**src/rtl/mem_arbiter.sv**
```systemverilog
// mem_arbiter: shares one combinational-read memory between requester 0 (core) and requester 1.
// Ports: clk/reset; m0_*/m1_* request side (req, we, adr, wd in; gnt, rd out); mem_* memory side; arb_state debug.
// Grant is registered from state (req at t -> gnt at t+1); round-robin on ties, owner capped at MAXHOLD cycles when contested.
module mem_arbiter #(
  parameter int N       = 32,
  parameter int MAXHOLD = 8
) (
  input  logic         clk,
  input  logic         reset,
  input  logic         m0_req,
  input  logic         m0_we,
  input  logic [N-1:0] m0_adr,
  input  logic [N-1:0] m0_wd,
  output logic         m0_gnt,
  output logic [N-1:0] m0_rd,
  input  logic         m1_req,
  input  logic         m1_we,
  input  logic [N-1:0] m1_adr,
  input  logic [N-1:0] m1_wd,
  output logic         m1_gnt,
  output logic [N-1:0] m1_rd,
  output logic         mem_we,
  output logic [N-1:0] mem_adr,
  output logic [N-1:0] mem_wd,
  input  logic [N-1:0] mem_rd,
  output logic [1:0]   arb_state
);

  localparam int HW = $clog2(MAXHOLD) + 1;
  localparam logic [HW-1:0] HOLD_LAST = HW'(MAXHOLD - 1);

  typedef enum logic [1:0] {
    IDLE = 2'd0,
    OWN0 = 2'd1,
    OWN1 = 2'd2
  } state_t;

  state_t        state, state_nxt;
  logic [HW-1:0] holdcnt;
  logic          last;       // requester that most recently took ownership
  logic          hold_done;

  assign hold_done = (holdcnt == HOLD_LAST);

  // Next-state: an owner keeps the memory until it lets go, or until its
  // contested budget runs out; handover between owners is direct.
  always_comb begin
    state_nxt = state;
    case (state)
      IDLE: begin
        if (m0_req && m1_req) state_nxt = last ? OWN0 : OWN1;
        else if (m0_req)      state_nxt = OWN0;
        else if (m1_req)      state_nxt = OWN1;
      end
      OWN0: begin
        if (!m0_req)                 state_nxt = m1_req ? OWN1 : IDLE;
        else if (m1_req && hold_done) state_nxt = OWN1;
      end
      OWN1: begin
        if (!m1_req)                 state_nxt = m0_req ? OWN0 : IDLE;
        else if (m0_req && hold_done) state_nxt = OWN0;
      end
      default: state_nxt = IDLE;
    endcase
  end

  always_ff @(posedge clk) begin
    if (reset) begin
      state   <= IDLE;
      holdcnt <= '0;
      last    <= 1'b1;        // makes requester 0 win the first tie
    end else begin
      state <= state_nxt;
      if (state_nxt != state) begin
        holdcnt <= '0;
        if (state_nxt == OWN0) last <= 1'b0;
        if (state_nxt == OWN1) last <= 1'b1;
      end else if (state != IDLE && !hold_done) begin
        holdcnt <= holdcnt + HW'(1);
      end
    end
  end

  assign m0_gnt    = (state == OWN0);
  assign m1_gnt    = (state == OWN1);
  assign arb_state = state;

  // Datapath steering; reset gates the write strobe so a reset cycle never writes.
  always_comb begin
    mem_we  = 1'b0;
    mem_adr = '0;
    mem_wd  = '0;
    m0_rd   = '0;
    m1_rd   = '0;
    case (state)
      OWN0: begin
        mem_adr = m0_adr;
        mem_wd  = m0_wd;
        mem_we  = m0_req & m0_we & ~reset;
        m0_rd   = mem_rd;
      end
      OWN1: begin
        mem_adr = m1_adr;
        mem_wd  = m1_wd;
        mem_we  = m1_req & m1_we & ~reset;
        m1_rd   = mem_rd;
      end
      default: ;
    endcase
  end

endmodule
```
**config.mk**
```make
export PLATFORM = sky130hd
export DESIGN_NAME = mem_arbiter
export DESIGN_NICKNAME = d
export VERILOG_FILES = /design/src/rtl/mem_arbiter.sv
export SDC_FILE = /design/constraint.sdc
export NUM_CORES = 1
export LEC_CHECK = 0
export CORE_AREA = 2 2 116 118
export DETAILED_ROUTE_END_ITERATION = 10
export DIE_AREA = 0 0 118 120
export PLACE_DENSITY = 0.63
export SETUP_SLACK_MARGIN = 0.1
export SLEW_MARGIN = 15
export SYNTH_ARGS = -nofsm -noshare
export SYNTH_HDL_FRONTEND = slang
export SYNTH_SLANG_ARGS = --single-unit
```
**constraint.sdc**
```tcl
create_clock -name clk -period 2.2 [get_ports clk]
set_input_delay 0.44 -clock clk [delete_from_list [all_inputs] [get_ports clk]]
set_output_delay 0.44 -clock clk [all_outputs]
set_load 0.02 [all_outputs]
```
# [Word-level counts from Yosys, hierarchy flattened]
# Cells that the tools add are included.
[classes] n_mux=18 reduce_logical=10 bitwise=5 n_eq_ne=6 addsub=1
[ops] cell="$pmux W32 S2" n=2
[ops] cell="$mux W32" n=2
[ops] cell="$mux W2" n=9
[ops] cell="$pmux W2 S3" n=1
[ops] cell="$add A4 B1 Y4 const B" n=1
[ops] cell="$and A1 B1 Y1" n=4
[ops] cell="$eq A2 B1 Y1 const B" n=2
[ops] cell="$eq A2 B2 Y1 const B" n=2
[ops] cell="$eq A4 B3 Y1 const B" n=1
[ops] cell="$logic_and A1 B1 Y1" n=4
[ops] cell="$reduce_bool A2 Y1" n=2
[ops] cell="$mux W1" n=3
[ops] cell="$logic_not A2 Y1" n=1
[ops] cell="$ne A2 B2 Y1" n=1
[ops] cell="$pmux W1 S2" n=1
[ops] cell="$reduce_and A2 Y1" n=1
[ops] cell="$reduce_or A2 Y1" n=1
[ops] cell="$logic_not A1 Y1" n=1
[ops] cell="$not A1 Y1" n=1
[totals] reg_bits=7 elab_cells=43

# [Longest topological paths before layout]
[logic_depth] word_depth=8 ltp_mapped=9

# [Worst setup path before layout]
# OpenSTA, ideal clock, no wires.
[synth_path] path_type="register -> output" from="register state[0], in the netlist arb_state[0]" to="output mem_adr[0]" required_time_ns=1.760 path_stages_with_launch=7 n_path_buf=3 arrival_ns=2.069 path_slack_ns=-0.309 cell_sequence="dfxtp_1 -> ha_1 -> clkbuf_1 -> clkbuf_1 -> clkbuf_1 -> a22oi_1 -> nor2b_1"
[synth_between] elab_chain_cells=2
[synth_lines] element="from (decl)" line_no="38" source="state_t state, state_nxt;"
[synth_lines] element="from (signal assigned)" line_no="73" source="state <= state_nxt;"
[synth_lines] element="$eq A2 B1 Y1"
[synth_lines] element="named net m0_gnt" line_no="14" source="output logic m0_gnt,"
[synth_lines] element="$pmux W32 S2" line_no="95" source="case (state)"
[synth_lines] element="to (decl)" line_no="23" source="output logic [N-1:0] mem_adr,"
# The timed path passes the listed nets, and every way through them passes these cells.

# [Worst setup path after layout]
[layout_path] from="register state[0], in the netlist arb_state[0]" to="output mem_adr[5]"
[layout_between] elab_chain_cells=2
[layout_lines] element="$eq A2 B2 Y1 or $eq A2 B1 Y1 (tied branches)" line_no="95"
[layout_lines] element="$pmux W32 S2 (*)" line_no="95"
# Every way passes the cells marked *; elsewhere a longest branch is shown, timed or not.

==> impl_results.md <==
* Max-cap violation count at 0
* Clock power frac at 0.094
* Tmin final at 2.11 ns
* FF-to-FF path depth at 8
* Critical path class: reg -> out
* Maximum buffer depth of the clock tree at 2
* Placement Cell Area at 5270 um^2
* # rows at 42
* Post-synthesis cell type count at 34
* Clk_lat worst skew at 0.23 ns
* Drt pass-1 iters at 4
* Routed vias at 3,364
* Post-synth EDFFs at 0
* Max-slew headroom at 0.731
* Iteration-0 DRC Markers at 118
* Worst-path clk slew at 0.04 ns
* Vias in the first global route at 3,524
* Clk sinks at 7
* CP Max Fanout at 13
* RSZ-0062 raised after global routing: true
* Final net count at 753
* P_int at 1.83 mW
* Global-route met2 utilization at 0.305
* Boundary Pins at 299
* Final Hold Fails at 0
* Total CTS buffers at 3
* Detailed placement HPWL at 9580 um
* Global-route wire length before repair at 19,500 um
* Crit path DAT at 1.67 ns
* Switching part of the total at 0.442
* Peak supply drop at 0.290 mV
* Gp weighted congestion at 0.847
* P_sw at 1.44 mW
* Final Cell Area at 5380 um^2
* Layout cells sized above 1 at 0.272
* Sequential share of power at 0.051
* Count of hold-fix buffers inserted at cts at 0
* Clk_skew at 0.00258 ns
* Post-Syn Nets at 450
* Tightest Hold Check Type: reg -> reg
* Sequential share of the synthesized area at 0.0733
* Status: finished, final reports clean
* Initial Utilization at 0.147
* Post-Syn Area at 1910 um^2
* YS warnings at 0
* GR Layer Usage met3 at 0.0471
* Largest net degree at the start of global routing at 37
* Launching point of the worst reg2reg path: arb_state[0]
* DRT antenna net count at 0
* DRC violations left at 0
* Power density cells at 608 nW/um^2
* Height of the die at 120 um
* Critical Path Source: arb_state[0]
* Die W at 118 um
* Die ar. at 14,200 um^2
* Final Cycle Share at 0.959
* Worst slew pin tran at 0.402 ns
* TritonCTS clock tree: done
* Post-synth ARST share at 0
* FF-to-FF setup slack at 0.15 ns
* DR WL/cell at 17.8 um
* Ant diodes at 0
* Initial antenna violation count at 0
* Met1 global-route usage at 0.205
* Core area at 13,000 um^2
* Final setup fails at 0
* Fmax at 0.474 GHz
* DR vias/cell at 4.45
* Layout area overhead at 181%
* Yosys reg bits at 7
* Congestion Overflow GR at 0
* Sequential standard cell area at 145 um^2
* # port buffers at 298
* Fill cells at 1,347
* Slew Viols, Final at 0
* FF-to-FF End: last
* Ys flop type: dfxtp_1
* Comb power frac at 0.855
* Cells after Synth at 278
* Crit path capture: mem_adr[5]
* H-tree Lvls at 1
* Leak Pwr at 2.27 nW
* CP Capture Type: output port
* Mean Syn Cell Area at 6.88 um^2
* Gr busiest metal: met2
* Total GRT Usage at 0.172
* Worst path required time at 1.76 ns
* Multi-input combinational cell area at 1800 um^2
* Root buf cell: clkbuf_16
* Worst Setup Start Kind: register
* Routed WL at 13,400 um
* Design Power at 3.27 mW
## worst min path at each step
stage	from	endpoint	cells past startpoint
6_report	last	last	2
3_3_place_gp	last	last	2
5_1_grt	last	last	2
4_1_cts	last	last	2
3_5_place_dp	last	last	2
2_1_floorplan	last	last	2
## registers in the layout, summed over array words and instances, names as in the netlist
signal and flops:
last 1, holdcnt 4, arb_state 2
## kinds of logic after synthesis
group,count (synthesis),share of synthesized area
AO/OA/AOI/OAI,75,0.295
XOR/XNOR,4,0.0223
adder cells (fa/ha/maj),6,0.0393
buffers and inverters,34,0.0694
flip-flops,7,0.0733
multiplexers,2,0.0105
AND/OR/NAND/NOR,150,0.491
## per-stage QoR
step | setup TNS, ns | setup WS, ns | hold slack [ns] | instances | util
2_1_floorplan | 0 | 0.134 | 0.470 | 278 | -
5_1_grt | 0 | 0.0320 | 0.556 | 756 | 0.414
6_report | 0 | 0.0908 | 0.513 | 756 | 0.414
3_5_place_dp | -1.45 | -0.243 | 0.507 | 739 | 0.406
3_3_place_gp | -0.383 | -0.155 | 0.501 | 739 | 0.406
4_1_cts | 0 | 0.0249 | 0.512 | 751 | 0.406
## timing repair
action	CTS	global route
gates resized for setup	338	85
endpoints found under the hold margin	0	0
gates cloned	5	4
pin swaps	3	3
endpoints found under the setup margin	132	77
buffers inserted	3	1
## synthesized netlist by cell type (2+ instances only)
library cell,count,share of area
a31oi_1,2,0.0065
nand2b_1,2,0.0065
nand4b_1,2,0.0092
xnor2_1,3,0.014
clkbuf_1,27,0.053
nand4_1,2,0.0065
a21oi_1,2,0.0052
nor2b_1,65,0.21
ha_1,6,0.039
a22oi_1,64,0.25
inv_1,4,0.0079
and2_1,64,0.21
nor2_1,7,0.014
mux2i_1,2,0.010
dfxtp_1,7,0.073
## layout by cell type, fill, tap and decap left out, drive strengths merged, types with 3 or more instances in the layout
cell,instances
clkdlybuf4s50,165
buf,86
nor2b,65
and2,64
a22oi,64
dlygate4sd2,36
clkbuf,24
clkdlybuf4s15,19
nor2,7
dfxtp,7
ha,6
xnor2,4
inv,4
a31oi,3
## layout make-up
type                       count  area share
clock buffer                   3      0.0140
multi-input combinational    237       0.334
timing repair buffer         328       0.579
sequential                     7      0.0270
tap                          176      0.0410
clock inverter                 1    0.000931
inverter                       4     0.00326
## power by group through the flow
stage / Combinational, mW / Sequential (mW) / Clock (mW)
3_5_place_dp: 2.58 / 0.166 / 0
5_1_grt: 2.97 / 0.170 / 0.322
6_report: 2.80 / 0.166 / 0.307
2_1_floorplan: 1.30 / 0.181 / 0
3_3_place_gp: 2.55 / 0.165 / 0
4_1_cts: 2.67 / 0.166 / 0.312
## critical path: stages, from the launching register on
cell and delay (ns):
dfxtp_4 0.35, buf_4 0.12, ha_4 0.26, clkbuf_16 0.23, a22oi_1 0.09, nor2b_2 0.12, clkdlybuf4s15_2 0.26
## per-layer routing
layer  routed length, um  vias to the layer above  share of wire
li1                    -                     1582              -
met1                5450                     1556           0.41
met2                6660                      212           0.50
met3                1160                       14          0.086
met4                 174                        0          0.013
met5                   0                        -              0
(Power assumes the default switching activity.)
==> patch 1 (same flow settings) <==
`MAXHOLD`: 8 -> 16.
--- a/src/rtl/mem_arbiter.sv
+++ b/src/rtl/mem_arbiter.sv
@@ -3,7 +3,7 @@
 // Grant is registered from state (req at t -> gnt at t+1); round-robin on ties, owner capped at MAXHOLD cycles when contested.
 module mem_arbiter #(
   parameter int N       = 32,
-  parameter int MAXHOLD = 8
+  parameter int MAXHOLD = 16
 ) (
   input  logic         clk,
   input  logic         reset,
Behaviour: not the same (a bounded check fails within 10 cycles, from zero or initial values and one cycle with reset high).
==> patch 1 against the unedited design <==
The run now ends with negative setup slack left; total power up 11%; sequential cell count grew 1; synthesized area up 6.9%; routed wire length down 3.5%; via count is 3.0% higher; critical path type is now reg -> reg; setup slack got worse by 230 ps; critical path depth rose by 6; final area grew 9.8%; highest routed layer unchanged.
==> patch 1: results (changes against the unedited design) <==
----------------------------------------------------
[STA]
  PnR worst setup slack ... -138 ps (-229 ps)
  Final worst hold slack ... 493 ps (-19.2 ps)
  Final setup TNS ... -142 ps (-142 ps)
  Finish-stage setup viols ... 2 (+2)
  Slew @ Worst Pin ... 354 ps (-47.8 ps)
  Worst Skew ... 5.78 ps (+3.20 ps)

[Layout]
  Number of flip-flops under the largest register name ... 5 (+1)
  Number of multi-input combinational cells ... 256 (+8.0%)
  Final sequential cell count ... 8 (+1)
  Non-filler instance count after layout ... 795 (+5.2%)
  Layout fillers ... 1,286 (-4.5%)
  Non-clock buffer contribution to total cell area ... 0.533 (-0.0464)
  Multi-input gate share of the layout cell area ... 0.384 (+0.0495)
  Total of clock buffers placed in the layout ... 4 (+1)
  Clock network contribution to total cell area ... 0.0133 (-0.00155)

[Status]
  Failing checks ... negative setup slack
  Outcome ... complete, but fails checks

[Synth]
  Unique cell type count in the Yosys netlist ... 37 (+8.8%)
  Average cell area after synthesis ... 6.81 um2 (-0.90%)
  Cell types with the highest counts after synthesis ... sky130_fd_sc_hd__and2_1, sky130_fd_sc_hd__a22oi_1, sky130_fd_sc_hd__nor2b_1
  Fraction of the yosys area taken by sequential cells ... 0.0783 (+0.00504)

[Placed design]
  Final weighted congestion in routability-driven placement ... 0.880 (+3.9%)

[Route]
  Routed len/inst ... 16.3 um (-8.2%)

[Setup path]
  Kind of cell adding the most delay to the critical path ... simple AND/OR/NAND/NOR gates
  Worst r2r path cells ... 12 (+4)

[Min path]
  Hold-critical path endpoint ... holdcnt[4]

[Global routing]
  Wire length of the first global-routing pass ... 19.4 mm (-0.77%)

[Pwr]
  Power per cell area ... 615 nW/um2 (+1.1%)

----------------------------------------------------
## patch 1: cell count changes after synthesis, sizes merged, moves of 2 or more
cell / unedited run / this run
and3: 0 / 3
xnor2: 4 / 2
and2: 64 / 67
a211oi: 0 / 2
clkbuf: 27 / 23
nor2: 7 / 9
buf: 3 / 8
nand4b: 2 / 0
nand2: 1 / 10
## patch 1: logic make-up (layout without fill, tap and decap cells)
group,Yosys count,in the layout,share of synthesized area
compound gates,80,80,0.307
simple gates,164,164,0.480
buf+inv,36,355,0.0692
xor+xnor,3,3,0.0129
flops,8,8,0.0783
fa+ha+maj,7,7,0.0428
mux,2,2,0.00979
## patch 1: metal layers
layer / wire length (um) / global-route usage / up-vias
met5: 0 / 0 / -
met4: 25 / 0.0120 / 0
met3: 724 / 0.0290 / 3
met2: 7000 / 0.319 / 128
met1: 5220 / 0.203 / 1640
li1: - / - / 1694
==> patch 2 (same settings) <==
Without the edit above. Reset style: asynchronous (`reset`), changed in one clocked block.
--- a/src/rtl/mem_arbiter.sv
+++ b/src/rtl/mem_arbiter.sv
@@ -64,7 +64,7 @@
     endcase
   end
 
-  always_ff @(posedge clk) begin
+  always_ff @(posedge clk or posedge reset) begin
     if (reset) begin
       state   <= IDLE;
       holdcnt <= '0;
Function: differs if reset is asserted again (counterexample within 4 cycles, from zero or initial values and one cycle with reset high); with reset held inactive, the same outputs for 10 cycles.
==> patch 2 against the unedited design <==
The flow now finishes with violations (negative setup slack); routed wire length increased by 19%; final area increased by 25%; setup slack got worse by 210 ps; synthesized area increased by 9.6%; maximum frequency decreased by 9.2%; sequential cell count unchanged; non-clock buffer count increased by 36; utilization increased by 10 points; synthesized cell count increased by 5.8%; sequential share of layout area about the same; die area unchanged; critical path depth increased by 3.
Power is not compared: it rests on default switching activity, and its combinational part moved more than twofold at a synthesized area within 25%.
==> patch 2: results (changes against the unedited design) <==
----------------------------------------------------
[Setup path]
  Kind of cell adding the most delay to the critical path ... compound AO/OA/AOI/OAI gates
  Worst reg2reg endpoint ... last
  Maximum fanout encountered on the critical timing path ... 5 (-8)
  Cell with the largest stage delay on the worst path ... sky130_fd_sc_hd__dfrtp_2
  Worst R2R Start ... arb_state[0]

[Synth]
  Post-Syn Area ... 2090 um2 (+9.6%)
  Fraction of the yosys area taken by sequential cells ... 0.0842 (+0.0109)
  Average cell area after synthesis ... 7.12 um2 (+3.6%)
  Leading cell types by total area after synthesis ... sky130_fd_sc_hd__a22oi_1, sky130_fd_sc_hd__nor2b_1, sky130_fd_sc_hd__and2_1, sky130_fd_sc_hd__dfrtp_1, sky130_fd_sc_hd__clkbuf_1

[Placed design]
  Placed standard-cell area ... 5660 um2 (+7.4%)
  Placed cell count ... 767 (+3.8%)
  Worst Setup Slack post-DPL ... -468 ps (-225 ps)

[STA]
  Slew @ Worst Pin ... 393 ps (-8.62 ps)
  Final worst hold slack ... 552 ps (+39.5 ps)
  PnR worst setup slack ... -122 ps (-213 ps)
  Finish-stage setup viols ... 29 (+29)
  Final setup TNS ... -700 ps (-700 ps)

[Layout]
  Area growth from synthesis to layout ... 220%
  Sequential cell area share ... 0.0267 (-0.000301)
  Non-clock buffer contribution to total cell area ... 0.575 (-0.00490)
  Total of clock buffers placed in the layout ... 4 (+1)
  Share of layout cells above drive strength 1 ... 0.586 (+0.314)

[Status]
  Failing checks ... negative setup slack
  Outcome ... complete, but fails checks

[Global routing]
  Global Route Usage Sum ... 0.182 (+0.0103)
  Met2 track utilization from global routing ... 0.341 (+0.0360)
  Global Route met3 Usage ... 0.0390 (-0.00808)
  Maximum number of pins on one net before global-route repair ... 41 (+11%)
  Met1 track demand over resource in global routing ... 0.215 (+0.00990)

[Route]
  Met2 wire length ... 8.52 mm (+28%)
  Iteration-0 DRC count of the detailed router ... 122 (+3.4%)
  Vias after detailed routing ... 3,628 (+7.8%)
  Total routed wire length on the met1 layer ... 6.60 mm (+21%)

[CTS]
  Setup repair bufs after CTS ... 5 (+2)

----------------------------------------------------
-- patch 2: cell count changes after synthesis, sizes merged, moves of 3 or more --
cell,delta
xnor2,-3
a21oi,+3
nor2,-4
dfxtp,-7
dfrtp,+6
nand2,+3
-- patch 2: kinds of logic after synthesis --
| logic type | synth area share |
|---|---|
| mux | 0.0149 |
| simple gates | 0.457 |
| buf+inv | 0.0753 |
| xor+xnor | 0.00418 |
| flops | 0.0842 |
| fa+ha+maj | 0.0358 |
| compound gates | 0.329 |
-- patch 2: worst max path at each step --
| stage | to | slack, ps | startpoint | cells past startpoint |
|---|---|---|---|---|
| 2_1_floorplan | last | -170 | arb_state[1] | 10 |
| 3_3_place_gp | last | -400 | m0_req | 8 |
| 3_5_place_dp | last | -470 | m0_req | 8 |
| 4_1_cts | last | -150 | arb_state[0] | 9 |
| 5_1_grt | last | -240 | arb_state[0] | 9 |
| 6_report | last | -120 | arb_state[0] | 9 |
